`src/rtl/single_pc_fetch_pkg.sv`:
```
// Shared types and constants for the single-outstanding-request fetch stage.
package single_pc_fetch_pkg;

  typedef enum logic [1:0] {
    ST_BOOT = 2'd0,
    ST_REQ  = 2'd1,
    ST_HOLD = 2'd2
  } fetch_state_e;

  localparam logic [31:0] DEFAULT_RESET_VECTOR = 32'h0000_0000;
  localparam logic [31:0] DEFAULT_NOP_INSTR    = 32'h0000_0000;

  // Instruction addresses are always word aligned.
  function automatic logic [31:0] align_word(input logic [31:0] addr);
    return {addr[31:2], 2'b00};
  endfunction

endpackage

```
`src/rtl/single_pc_nextsel.sv`:
```
// Next-PC select for a consumed instruction: jump beats branch beats sequential.
module single_pc_nextsel
  import single_pc_fetch_pkg::*;
(
  input  logic [31:0] i_pc_plus4,
  input  logic        i_branch_taken,
  input  logic [31:0] i_branch_target,
  input  logic        i_jump,
  input  logic [31:0] i_jump_target,
  output logic [31:0] o_next_pc
);

  always_comb begin
    o_next_pc = align_word(i_pc_plus4);
    if (i_jump) begin
      o_next_pc = align_word(i_jump_target);
    end else if (i_branch_taken) begin
      o_next_pc = align_word(i_branch_target);
    end
  end

endmodule

```
`src/rtl/single_pc_fetch.sv`:
```
// Single-PC fetch stage: one outstanding imem request, one registered instruction
// slot, and redirect handling that never lets a stale fetch reach decode.
module single_pc_fetch
  import single_pc_fetch_pkg::*;
#(
  parameter logic [31:0] RESET_VECTOR = DEFAULT_RESET_VECTOR,
  parameter logic [31:0] NOP_INSTR    = DEFAULT_NOP_INSTR
) (
  input  logic        i_clk,
  input  logic        i_rst_n,
  output logic [31:0] o_pc,
  input  logic [31:0] i_pc_plus4,
  input  logic        i_branch_taken,
  input  logic [31:0] i_branch_target,
  input  logic        i_jump,
  input  logic [31:0] i_jump_target,
  input  logic        i_flush,
  input  logic [31:0] i_flush_target,
  output logic        o_imem_req,
  input  logic        i_imem_ack,
  input  logic [31:0] i_imem_rdata,
  output logic [31:0] o_instr,
  output logic        o_instr_valid,
  input  logic        i_instr_ready,
  output logic [1:0]  o_dbg_state
);

  // Handshakes: the imem read completes in any REQ cycle with i_imem_ack high;
  // decode takes o_instr in any cycle where o_instr_valid and i_instr_ready are both high.
  fetch_state_e state_q, state_d;
  logic [31:0]  pc_q, pc_d;
  logic [31:0]  instr_q, instr_d;
  logic         instr_valid_q, instr_valid_d;
  logic         req_q, req_d;
  logic         flush_pending_q, flush_pending_d;
  logic [31:0]  flush_tgt_q, flush_tgt_d;
  logic [31:0]  next_pc;

  single_pc_nextsel u_nextsel (
    .i_pc_plus4      (i_pc_plus4),
    .i_branch_taken  (i_branch_taken),
    .i_branch_target (i_branch_target),
    .i_jump          (i_jump),
    .i_jump_target   (i_jump_target),
    .o_next_pc       (next_pc)
  );

  always_comb begin
    state_d         = state_q;
    pc_d            = pc_q;
    instr_d         = instr_q;
    instr_valid_d   = instr_valid_q;
    flush_pending_d = flush_pending_q;
    flush_tgt_d     = flush_tgt_q;
    case (state_q)
      ST_BOOT: begin
        state_d = ST_REQ;
        if (i_flush) pc_d = align_word(i_flush_target);
      end
      ST_REQ: begin
        if (i_imem_ack) begin
          // A redirect seen while the read was in flight makes this data stale.
          if (flush_pending_q || i_flush) begin
            pc_d            = align_word(i_flush ? i_flush_target : flush_tgt_q);
            flush_pending_d = 1'b0;
          end else begin
            instr_d       = i_imem_rdata;
            instr_valid_d = 1'b1;
            state_d       = ST_HOLD;
          end
        end else if (i_flush) begin
          flush_tgt_d     = i_flush_target;
          flush_pending_d = 1'b1;
        end
      end
      ST_HOLD: begin
        if (i_flush) begin
          pc_d          = align_word(i_flush_target);
          instr_valid_d = 1'b0;
          state_d       = ST_REQ;
        end else if (i_instr_ready) begin
          pc_d          = next_pc;
          instr_valid_d = 1'b0;
          state_d       = ST_REQ;
        end
      end
      default: begin
        state_d       = ST_BOOT;
        instr_valid_d = 1'b0;
      end
    endcase
    req_d = (state_d == ST_REQ);
  end

  always_ff @(posedge i_clk or negedge i_rst_n) begin
    if (!i_rst_n) begin
      state_q         <= ST_BOOT;
      pc_q            <= RESET_VECTOR;
      instr_q         <= NOP_INSTR;
      instr_valid_q   <= 1'b0;
      req_q           <= 1'b0;
      flush_pending_q <= 1'b0;
      flush_tgt_q     <= 32'h0000_0000;
    end else begin
      state_q         <= state_d;
      pc_q            <= pc_d;
      instr_q         <= instr_d;
      instr_valid_q   <= instr_valid_d;
      req_q           <= req_d;
      flush_pending_q <= flush_pending_d;
      flush_tgt_q     <= flush_tgt_d;
    end
  end

  assign o_pc          = pc_q;
  assign o_instr       = instr_q;
  assign o_instr_valid = instr_valid_q;
  assign o_imem_req    = req_q;
  assign o_dbg_state   = state_q;

endmodule

```
`config.mk`:
```
export PLATFORM = sky130hd
export DESIGN_NAME = single_pc_fetch
export DESIGN_NICKNAME = d
export VERILOG_FILES = /design/src/rtl/single_pc_fetch_pkg.sv /design/src/rtl/single_pc_nextsel.sv /design/src/rtl/single_pc_fetch.sv
export SDC_FILE = /design/constraint.sdc
export NUM_CORES = 1
export LEC_CHECK = 0
export CORE_MARGIN = 2
export CORE_UTILIZATION = 40
export CTS_CLUSTER_DIAMETER = 100
export CTS_CLUSTER_SIZE = 14
export DETAILED_ROUTE_END_ITERATION = 10
export GPL_ROUTABILITY_DRIVEN = 0
export HOLD_SLACK_MARGIN = 0.06
export PLACE_DENSITY = 0.79
export SLEW_MARGIN = 30
export SYNTH_ARGS = -nofsm -noshare
export SYNTH_HDL_FRONTEND = slang
export SYNTH_HIERARCHICAL = 1
export SYNTH_SLANG_ARGS = --single-unit
```
`constraint.sdc`:
```
create_clock -name i_clk -period 1.79 [get_ports i_clk]
set_input_delay 0.4475 -clock i_clk [delete_from_list [all_inputs] [get_ports i_clk]]
set_output_delay 0.4475 -clock i_clk [all_outputs]
set_load 0.02 [all_outputs]
```
==> flow_summary.toml, run 1 <==
[worst_setup_path]
cp_data_arrival_time_ns = 2.03
crit_slowest_cell = "dfrtp_1"
cp.required_ns = 2.02
crit_chain = "inv_2, ha_4, nand2_4, o22ai_2, o21ai_4, buf_12, clkbuf_16, mux2_1"
critPathMaxFanout = 7
rrSetupSlack_ns = -0.007
cp-end-kind = "flip-flop"
crit_buf_inv = 3
crit_family = "buffers and inverters"
startpoint_type = "flip-flop"
cpPeakStageDelay_ns = 0.43
crit_type = "flip-flop to flip-flop"

[timing]
period_minus_slack_ns = 1.80
setup_slack_ns = -0.00663
finalHoldViolCount = 0
fin_worst_skew_ns = 0.0105
max_freq_mhz = 557
setup_viol = 5
slew_viol_final = 0
final.period_utilization_pct = 100
fin_worst_hold_slack_ns = 0.485
rsz0062_at_grt = "true"

[cells_and_area]
area_growth_syn_to_layout_pct = 55.9
nets = 939
fin_util_pct = 63.7
drive_above_1_share_pct = 32.5
fin_cells = 957
antenna_cells = 0

[route]
num_vias = 4944
post_drt_wl_per_cell_um = 17.7
drt-pass1-iter-count = 4
via_per_inst = 5.17
drcViolationCount = 0
drtIter0Drc = 145
final_antenna_net_count = 0
wirelength_um = 16900

[clock_network]
cts-root-buf = "clkbuf_16"
cts.sinks = 99
cts-htree-levels = 3
cts_buffers = 9
clk_latency_ns = 0.35
cts_buffer_depth = 2
clk_pin_slew_ns = 0.07
cts_tree = "done"

[floorplanning]
start_util_pct = 40.8
design.die.area_um2 = 15800
die_x_um = 126
fp-row-count = 44
die_h_um = 126
fp.coreArea_um2 = 14500
ios = 235

[job]
maxCapViolCount = 0

[synth]
synth_xor_area_share_pct = 0
ys_ff_latch = 99
yosysWarnings = 6
yosys.area.top_type_share_pct = 41.7
yosysSeqAreaShare_pct = 41.7
synthFlopType = "dfrtp_1"
syn_inst = 514
yosys.area_share.simple_pct = 5.33
synth.distinct_cells = 31
synth_mux_area_share_pct = 35.2
synth_compound_gate_area_share_pct = 11.3
yosys.area_share.adder_pct = 0.843
synth.area.top_cells = "dfrtp_1, mux2_2, mux2i_1"
synth_area_um2 = 5940
yosys.area.top_type = "dfrtp_1"
synthArstFlopShare_pct = 100
synth_edf_count = 0
synth_area_per_cell_um2 = 11.5
synth_top_family_by_area = "multiplexers"

[outcome]
status = "finished with violations"
violations = "negative setup slack"

[grt]
grtUsageTotal_pct = 20.6
antenna_found_initial = 0
grt_first_pass_wirelength_um = 26600
grt_max_degree = 36
gr-total-overflow = 0
grt_pass1_vias = 5490

[placement]
portBuffers = 226
dp_hpwl_um = 12400
place_inst = 930

[pwr]
p_per_area_nw_per_um2 = 1530
p_leak_nw = 4.29
ir_drop_v = 0.00102

[hold_path]
hold_path.class = "flip-flop to flip-flop"
## worst reg2reg max path, stage by stage, from the launching register on
cell       delay (ns)
dfrtp_1          0.43
inv_2            0.12
ha_4             0.20
nand2_4          0.08
o22ai_2          0.14
o21ai_4          0.09
buf_12           0.15
clkbuf_16        0.16
mux2_1           0.32
## through the flow
step	area, um^2	total power (W)	setup TNS, ns	setup slack (ns)
after detailed placement	8660	0.0118	-17.04	-0.251
after global routing	9250	0.0150	-2.45	-0.0736
after floorplan	5940	0.00856	-0.415	-0.0166
final	9250	0.0141	-0.0133	-0.00663
after CTS	8970	0.0138	-0.0156	-0.00909
after global placement	8660	0.0115	-13.95	-0.207
## worst paths after layout
path | start | depth (start not counted) | endpoint
worst min-delay path | o_instr[15]$_DFFE_PN0P_ | 1 | o_instr[15]$_DFFE_PN0P_
worst max register to register | o_dbg_state[1]$_DFF_PN0_ | 8 | o_pc[28]$_DFFE_PN0P_
worst max-delay path | o_dbg_state[1]$_DFF_PN0_ | 8 | o_pc[28]$_DFFE_PN0P_
worst min register to register | o_instr[15]$_DFFE_PN0P_ | 1 | o_instr[15]$_DFFE_PN0P_
min in group asynchronous | i_rst_n | 2 | o_instr[25]$_DFFE_PN0P_
max in group asynchronous | i_rst_n | 3 | flush_tgt_q[20]$_DFFE_PN0P_
## layout make-up
cell class | instances | area, um^2
Sequential cell | 99 | 2480
Clock inverter | 7 | 83.8
Inverter | 4 | 15.0
Clock buffer | 9 | 225
Timing Repair Buffer | 287 | 3020
Fill cell | 1131 | 5280
Multi-Input combinational cell | 367 | 3200
Tap cell | 184 | 230
## where the power goes
group          internal [W]  switching (W)  total (W)  leakage [nW]
combinational       0.00429        0.00381    0.00810          2.96
clock               0.00111       0.000926    0.00204         0.149
sequential          0.00339       0.000589    0.00398          1.19
## sequential cells by signal, indices dropped and copies added (netlist names)
signal / cells
o_instr: 32
o_pc: 32
flush_tgt_q: 30
o_dbg_state: 2
flush_pending_q: 1
o_imem_req: 1
o_instr_valid: 1
## Yosys cell counts, drive strengths merged, types with 2 or more instances
master / instances
nor3: 4
a22oi: 30
a21oi: 35
clkbuf: 7
mux2: 154
mux2i: 30
nor2: 33
buf: 38
o21ai: 33
dfrtp: 99
nand2: 34
and3: 2
inv: 4
ha: 4
## cell usage in the layout (no fill, tap or decap), types with 21 or more instances in the layout
master           Yosys  layout
a21oi_1             35      35
clkdlybuf4s50_1      0     166
mux2_2             129     129
dfrtp_1             99      98
o21ai_1             30      30
buf_4               10      41
dlymetal6s2s_1       0      35
nand2_1             34      33
nor2_1              33      32
dlygate4sd2_1        0      21
mux2i_1             30      30
## cell families (layout without fill, tap and decap cells)
| family | count (synthesis) | in the layout |
|---|---|---|
| mux | 184 | 184 |
| simple gates | 76 | 76 |
| compound gates | 101 | 101 |
| other cells | 1 | 2 |
| fa+ha+maj | 4 | 4 |
| flops | 99 | 99 |
| buf+inv | 49 | 307 |
## per-layer routing
metal  vias to the layer above  GRT usage (%)  wire [um]
met1                      2410           23.2       6670
met2                       168           37.6       8790
met4                         0           6.33        248
met3                        17           5.95       1230
met5                         -              0          0
li1                       2349              -          -
## timing repair
action,CTS,global route
hold buffers,1,0
setup buffers,0,6
endpoints found under the hold margin,27,0
resized for setup,23,47
pin swaps,0,4
endpoints found under the setup margin,53,85
gates cloned,0,5
No activity file was read; power rests on OpenSTA's default activity.
==> inputs of run 2 (changes only) <==
- HOLD_SLACK_MARGIN: 0.06 -> 0.02
- SKIP_CTS_REPAIR_TIMING: not set -> 1
==> run 2 against run 1 <==
  * The run now ends clean
  * Worst setup slack gained 0.023 ns
  * Clock skew shrank 0.0019 ns
  * Combinational power grew 0.9%
  * Sequential share of layout area shrank 0.083 points
  * Critical endpoint unchanged
==> flow_summary.toml, run 2 (synthesis results as in run 1) <==
[clock_network]
cts_buffer_depth = 2
cts.sinks = 99
cts_buffers = 9
cts-htree-levels = 3
cts-root-buf = "clkbuf_16"
clk_pin_slew_ns = 0.07
clk_latency_ns = 0.35
cts_tree = "done"

[cells_and_area]
layout_common_cells = "clkdlybuf4s50_1, mux2_2, dfrtp_1"
final_common_cell = "clkdlybuf4s50_1"
antenna_cells = 0
fin_cells = 950
area_growth_syn_to_layout_pct = 56.4
drive_above_1_share_pct = 32.8
nets = 932
finalInstanceArea_um2 = 9280

[pwr]
internal-power_w = 0.00887
ir_drop_v = 0.00104
clockPowerShare_pct = 14.3
power_switching_w = 0.00531
finalPower_w = 0.0142
switching_share_pct = 37.4
p_comb_share_pct = 57.6
p_per_area_nw_per_um2 = 1530
p_leak_nw = 4.46
seqPwrFrac_pct = 28.1

[placement]
portBuffers = 226
place_area_um2 = 8660
pre_cts_slack_ns = -0.251
dp_hpwl_um = 12400
place_inst = 930

[timing]
period_minus_slack_ns = 1.77
setup_viol = 0
rsz0062_at_grt = "true"
fin_worst_hold_slack_ns = 0.0341
fin_worst_skew_ns = 0.00863
slew_viol_final = 0
setup_slack_ns = 0.0165
finalHoldViolCount = 0
final.period_utilization_pct = 99.1
max_freq_mhz = 564

[worst_setup_path]
crit_family = "flip-flops"
crit_slowest_cell = "dfrtp_1"
crit_buf_inv = 3
crit_chain = "inv_2, ha_4, nand2_4, o22ai_4, o21ai_4, buf_12, clkbuf_16, mux2_4"
startpoint_type = "flip-flop"
cp.required_ns = 2.02
crit_type = "flip-flop to flip-flop"
cp_data_arrival_time_ns = 2.01
critPathMaxFanout = 6
cpPeakStageDelay_ns = 0.43
cp-end-kind = "flip-flop"

[grt]
top_usage_layer = "met2"
grt_max_degree = 36
antenna_found_initial = 0
grt_pass1_vias = 5470
grt_use_met3_pct = 6.16
grt_first_pass_wirelength_um = 26600
gr-total-overflow = 0
grtUsageTotal_pct = 20.6
met2_usage_pct = 37.6
use_met1_pct = 23.1

[floorplanning]
die_h_um = 126
start_util_pct = 40.8
die_x_um = 126
design.die.area_um2 = 15800
fp.coreArea_um2 = 14500
ios = 235
fp-row-count = 44

[route]
drtIter0Drc = 114
drt-pass1-iter-count = 4
wirelength_um = 16600
drcViolationCount = 0
final_antenna_net_count = 0
post_drt_wl_per_cell_um = 17.4
via_per_inst = 5.17
num_vias = 4911

[hold_path]
hold_path.class = "input pin to async pin"

[outcome]
status = "completed"

[job]
maxCapViolCount = 0
[run 2: cell count changes in the layout (fill, tap and decap cells not counted), moves of 2 or more]
| cell | before | now |
|---|---|---|
| a22oi_1 | 15 | 13 |
| clkbuf_16 | 12 | 10 |
| dlymetal6s2s_1 | 35 | 57 |
| mux2_1 | 10 | 7 |
| buf_4 | 41 | 38 |
| dlygate4sd2_1 | 21 | 0 |
| a22oi_2 | 15 | 17 |
| mux2_4 | 15 | 18 |
[run 2: area by class of cell]
| type | count | area, um^2 |
|---|---|---|
| clock buffers | 9 | 225 |
| clock inverters | 7 | 83.8 |
| fillers | 1115 | 5250 |
| inverters | 4 | 17.5 |
| multi-input cells | 367 | 3240 |
| flip-flops and latches | 99 | 2480 |
| well taps | 184 | 230 |
| repair buffers | 280 | 3000 |
[run 2: path summary, 6_finish.rpt]
check                                              start                          end  slack (ns)  cells past startpoint
worst min-delay path                             i_rst_n      o_instr[25]$_DFFE_PN0P_        0.03                      1
worst min register to register   o_instr[15]$_DFFE_PN0P_      o_instr[15]$_DFFE_PN0P_        0.49                      1
worst max register to register  o_dbg_state[1]$_DFF_PN0_         o_pc[28]$_DFFE_PN0P_        0.02                      8
worst max-delay path            o_dbg_state[1]$_DFF_PN0_         o_pc[28]$_DFFE_PN0P_        0.02                      8
min in group i_clk               o_instr[15]$_DFFE_PN0P_      o_instr[15]$_DFFE_PN0P_        0.49                      1
max in group asynchronous                        i_rst_n  flush_tgt_q[20]$_DFFE_PN0P_        1.19                      2
[run 2: per-stage QoR]
step	TNS [ns]	util (%)
after floorplan	-0.415	-
after detailed placement	-17.04	59.6
after CTS	-1.42	61.7
final	0	63.9
after global placement	-13.95	59.6
after global routing	-0.339	63.9
[run 2: worst reg2reg max path, delay by kind of cell, from the launching register on]
| kind | cells | cell delay [ns] |
|---|---|---|
| AO/OA/AOI/OAI | 2 | 0.25 |
| adder cells (fa/ha/maj) | 1 | 0.20 |
| buffers and inverters | 3 | 0.42 |
| flip-flops | 1 | 0.43 |
| multiplexers | 1 | 0.30 |
| AND/OR/NAND/NOR | 1 | 0.09 |
[run 2: power groups by stage]
stage | Combinational [W] | Clock, W | Sequential [W]
after global placement | 0.00758 | 0 | 0.00394
final | 0.00817 | 0.00202 | 0.00398
after global routing | 0.00875 | 0.00217 | 0.00412
after detailed placement | 0.00780 | 0 | 0.00403
after floorplan | 0.00372 | 0 | 0.00484
after CTS | 0.00784 | 0.00208 | 0.00401
[run 2: layer usage]
metal | up-vias | part of all wire (%)
li1 | 2342 | -
met5 | - | 0
met3 | 15 | 7.6
met1 | 2392 | 39
met2 | 162 | 52
met4 | 0 | 1.4
==> inputs of run 3 (changes only) <==
- CTS_CLUSTER_SIZE: 14 -> 28
- PLACE_DENSITY: 0.79 -> 0.86
==> run 3 against run 2 <==
  * The run now ends with negative setup slack left
  * Worst setup slack got worse by 0.046 ns
  * Non-clock buffer count increased by 4
  * Cell count grew 0.42%
  * Design area rose by 0.43%
  * Global-route usage up 0.21 points
  * Largest power group unchanged
==> flow_summary.toml, run 3 (synthesis results as in run 1) <==
[grt]
grt_max_degree = 100
grtUsageTotal_pct = 20.8
gr-total-overflow = 0
grt_first_pass_wirelength_um = 26600
antenna_found_initial = 0
grt_pass1_vias = 5339

[job]
maxCapViolCount = 0

[route]
drt-pass1-iter-count = 4
drcViolationCount = 0
final_antenna_net_count = 0
post_drt_wl_per_cell_um = 17.8
wirelength_um = 17000
drtIter0Drc = 212
num_vias = 4945
via_per_inst = 5.18

[clock_network]
cts_buffers = 9
cts_tree = "done"
clk_pin_slew_ns = 0.07
cts.sinks = 99
clk_latency_ns = 0.34
cts-root-buf = "clkbuf_16"
cts_buffer_depth = 2
cts-htree-levels = 3

[timing]
rsz0062_at_grt = "true"
slew_viol_final = 0
max_freq_mhz = 550
final.period_utilization_pct = 102
fin_worst_skew_ns = 0.00339
tightestPinTransition_ns = 0.524
period_minus_slack_ns = 1.82
maxSlewHeadroom_pct = 65.0
tns_ns = -0.100
setup_viol = 10
finalHoldViolCount = 0
setup_slack_ns = -0.0295

[floorplanning]
ios = 235
design.die.area_um2 = 15800
die_x_um = 126
start_util_pct = 40.8
fp.coreArea_um2 = 14500
fp-row-count = 44
die_h_um = 126

[cells_and_area]
drive_above_1_share_pct = 32.6
antenna_cells = 0
nets = 936
fin_util_pct = 64.1
fill_cells = 1070
final_common_cell = "clkdlybuf4s50_1"
layout_common_cells = "clkdlybuf4s50_1, mux2_2, dfrtp_1"
area_growth_syn_to_layout_pct = 57.0
fin_cells = 954

[pwr]
finalPower_w = 0.0144
p_leak_nw = 4.44
ir_drop_v = 0.000950
p_per_area_nw_per_um2 = 1550

[worst_setup_path]
cp-end-kind = "flip-flop"
crit_type = "flip-flop to flip-flop"
cp_data_arrival_time_ns = 2.05
reg2reg_depth = 8
critPathMaxFanout = 7
cp.required_ns = 2.02
startpoint_type = "flip-flop"

[outcome]
status = "finished with violations"
violations = "negative setup slack"

[placement]
pre_cts_slack_ns = -0.328
portBuffers = 226
place_inst = 931
dp_hpwl_um = 12200

[hold_path]
hold_path.class = "input pin to async pin"
run 3: final cells by class:
class / count / area, um^2 / share of cell area, %
Inverter: 4 / 15.0 / 0.161
Timing Repair Buffer: 284 / 3050 / 32.7
Tap cell: 184 / 230 / 2.47
Multi-Input combinational cell: 367 / 3230 / 34.6
Clock buffer: 10 / 229 / 2.46
Clock inverter: 6 / 90.1 / 0.966
Sequential cell: 99 / 2480 / 26.6
run 3: power by group:
part	internal [W]	leakage, nW	total, W	switching [W]
Combinational	0.00448	3.11	0.00835	0.00386
Clock	0.00123	0.153	0.00208	0.000850
Sequential	0.00339	1.19	0.00399	0.000601
run 3: critical path: stages (launching register included):
cell and delay, ns:
dfrtp_1 0.43, inv_2 0.13, ha_4 0.20, nand2_4 0.08
o22ai_4 0.17, o21ai_4 0.09, buf_6 0.14, clkbuf_16 0.16
mux2_4 0.30
run 3: layer usage:
metal  GRT usage (%)  wire length (um)
met2            36.4              8490
met4            7.05               366
met1            24.2              6790
met3            6.54              1350
met5               0                 0
run 3: stage by stage:
stage	instance area (um^2)	hold WS, ns
3_5_place_dp	8680	0.481
4_1_cts	9000	0.173
2_1_floorplan	5940	0.152
3_3_place_gp	8680	0.466
5_1_grt	9320	0.200
6_report	9320	0.153
run 3: worst paths after layout:
kind                       slack (ns)                     start                  endpoint
max                             -0.03  o_dbg_state[1]$_DFF_PN0_      o_pc[29]$_DFFE_PN0P_
min                              0.15                   i_rst_n   o_instr[18]$_DFFE_PN0P_
max reg2reg                     -0.03  o_dbg_state[1]$_DFF_PN0_      o_pc[29]$_DFFE_PN0P_
min reg2reg                      0.49   o_instr[13]$_DFFE_PN0P_   o_instr[13]$_DFFE_PN0P_
max in group asynchronous        1.22                   i_rst_n  o_dbg_state[0]$_DFF_PN0_
min in group i_clk               0.49   o_instr[13]$_DFFE_PN0P_   o_instr[13]$_DFFE_PN0P_
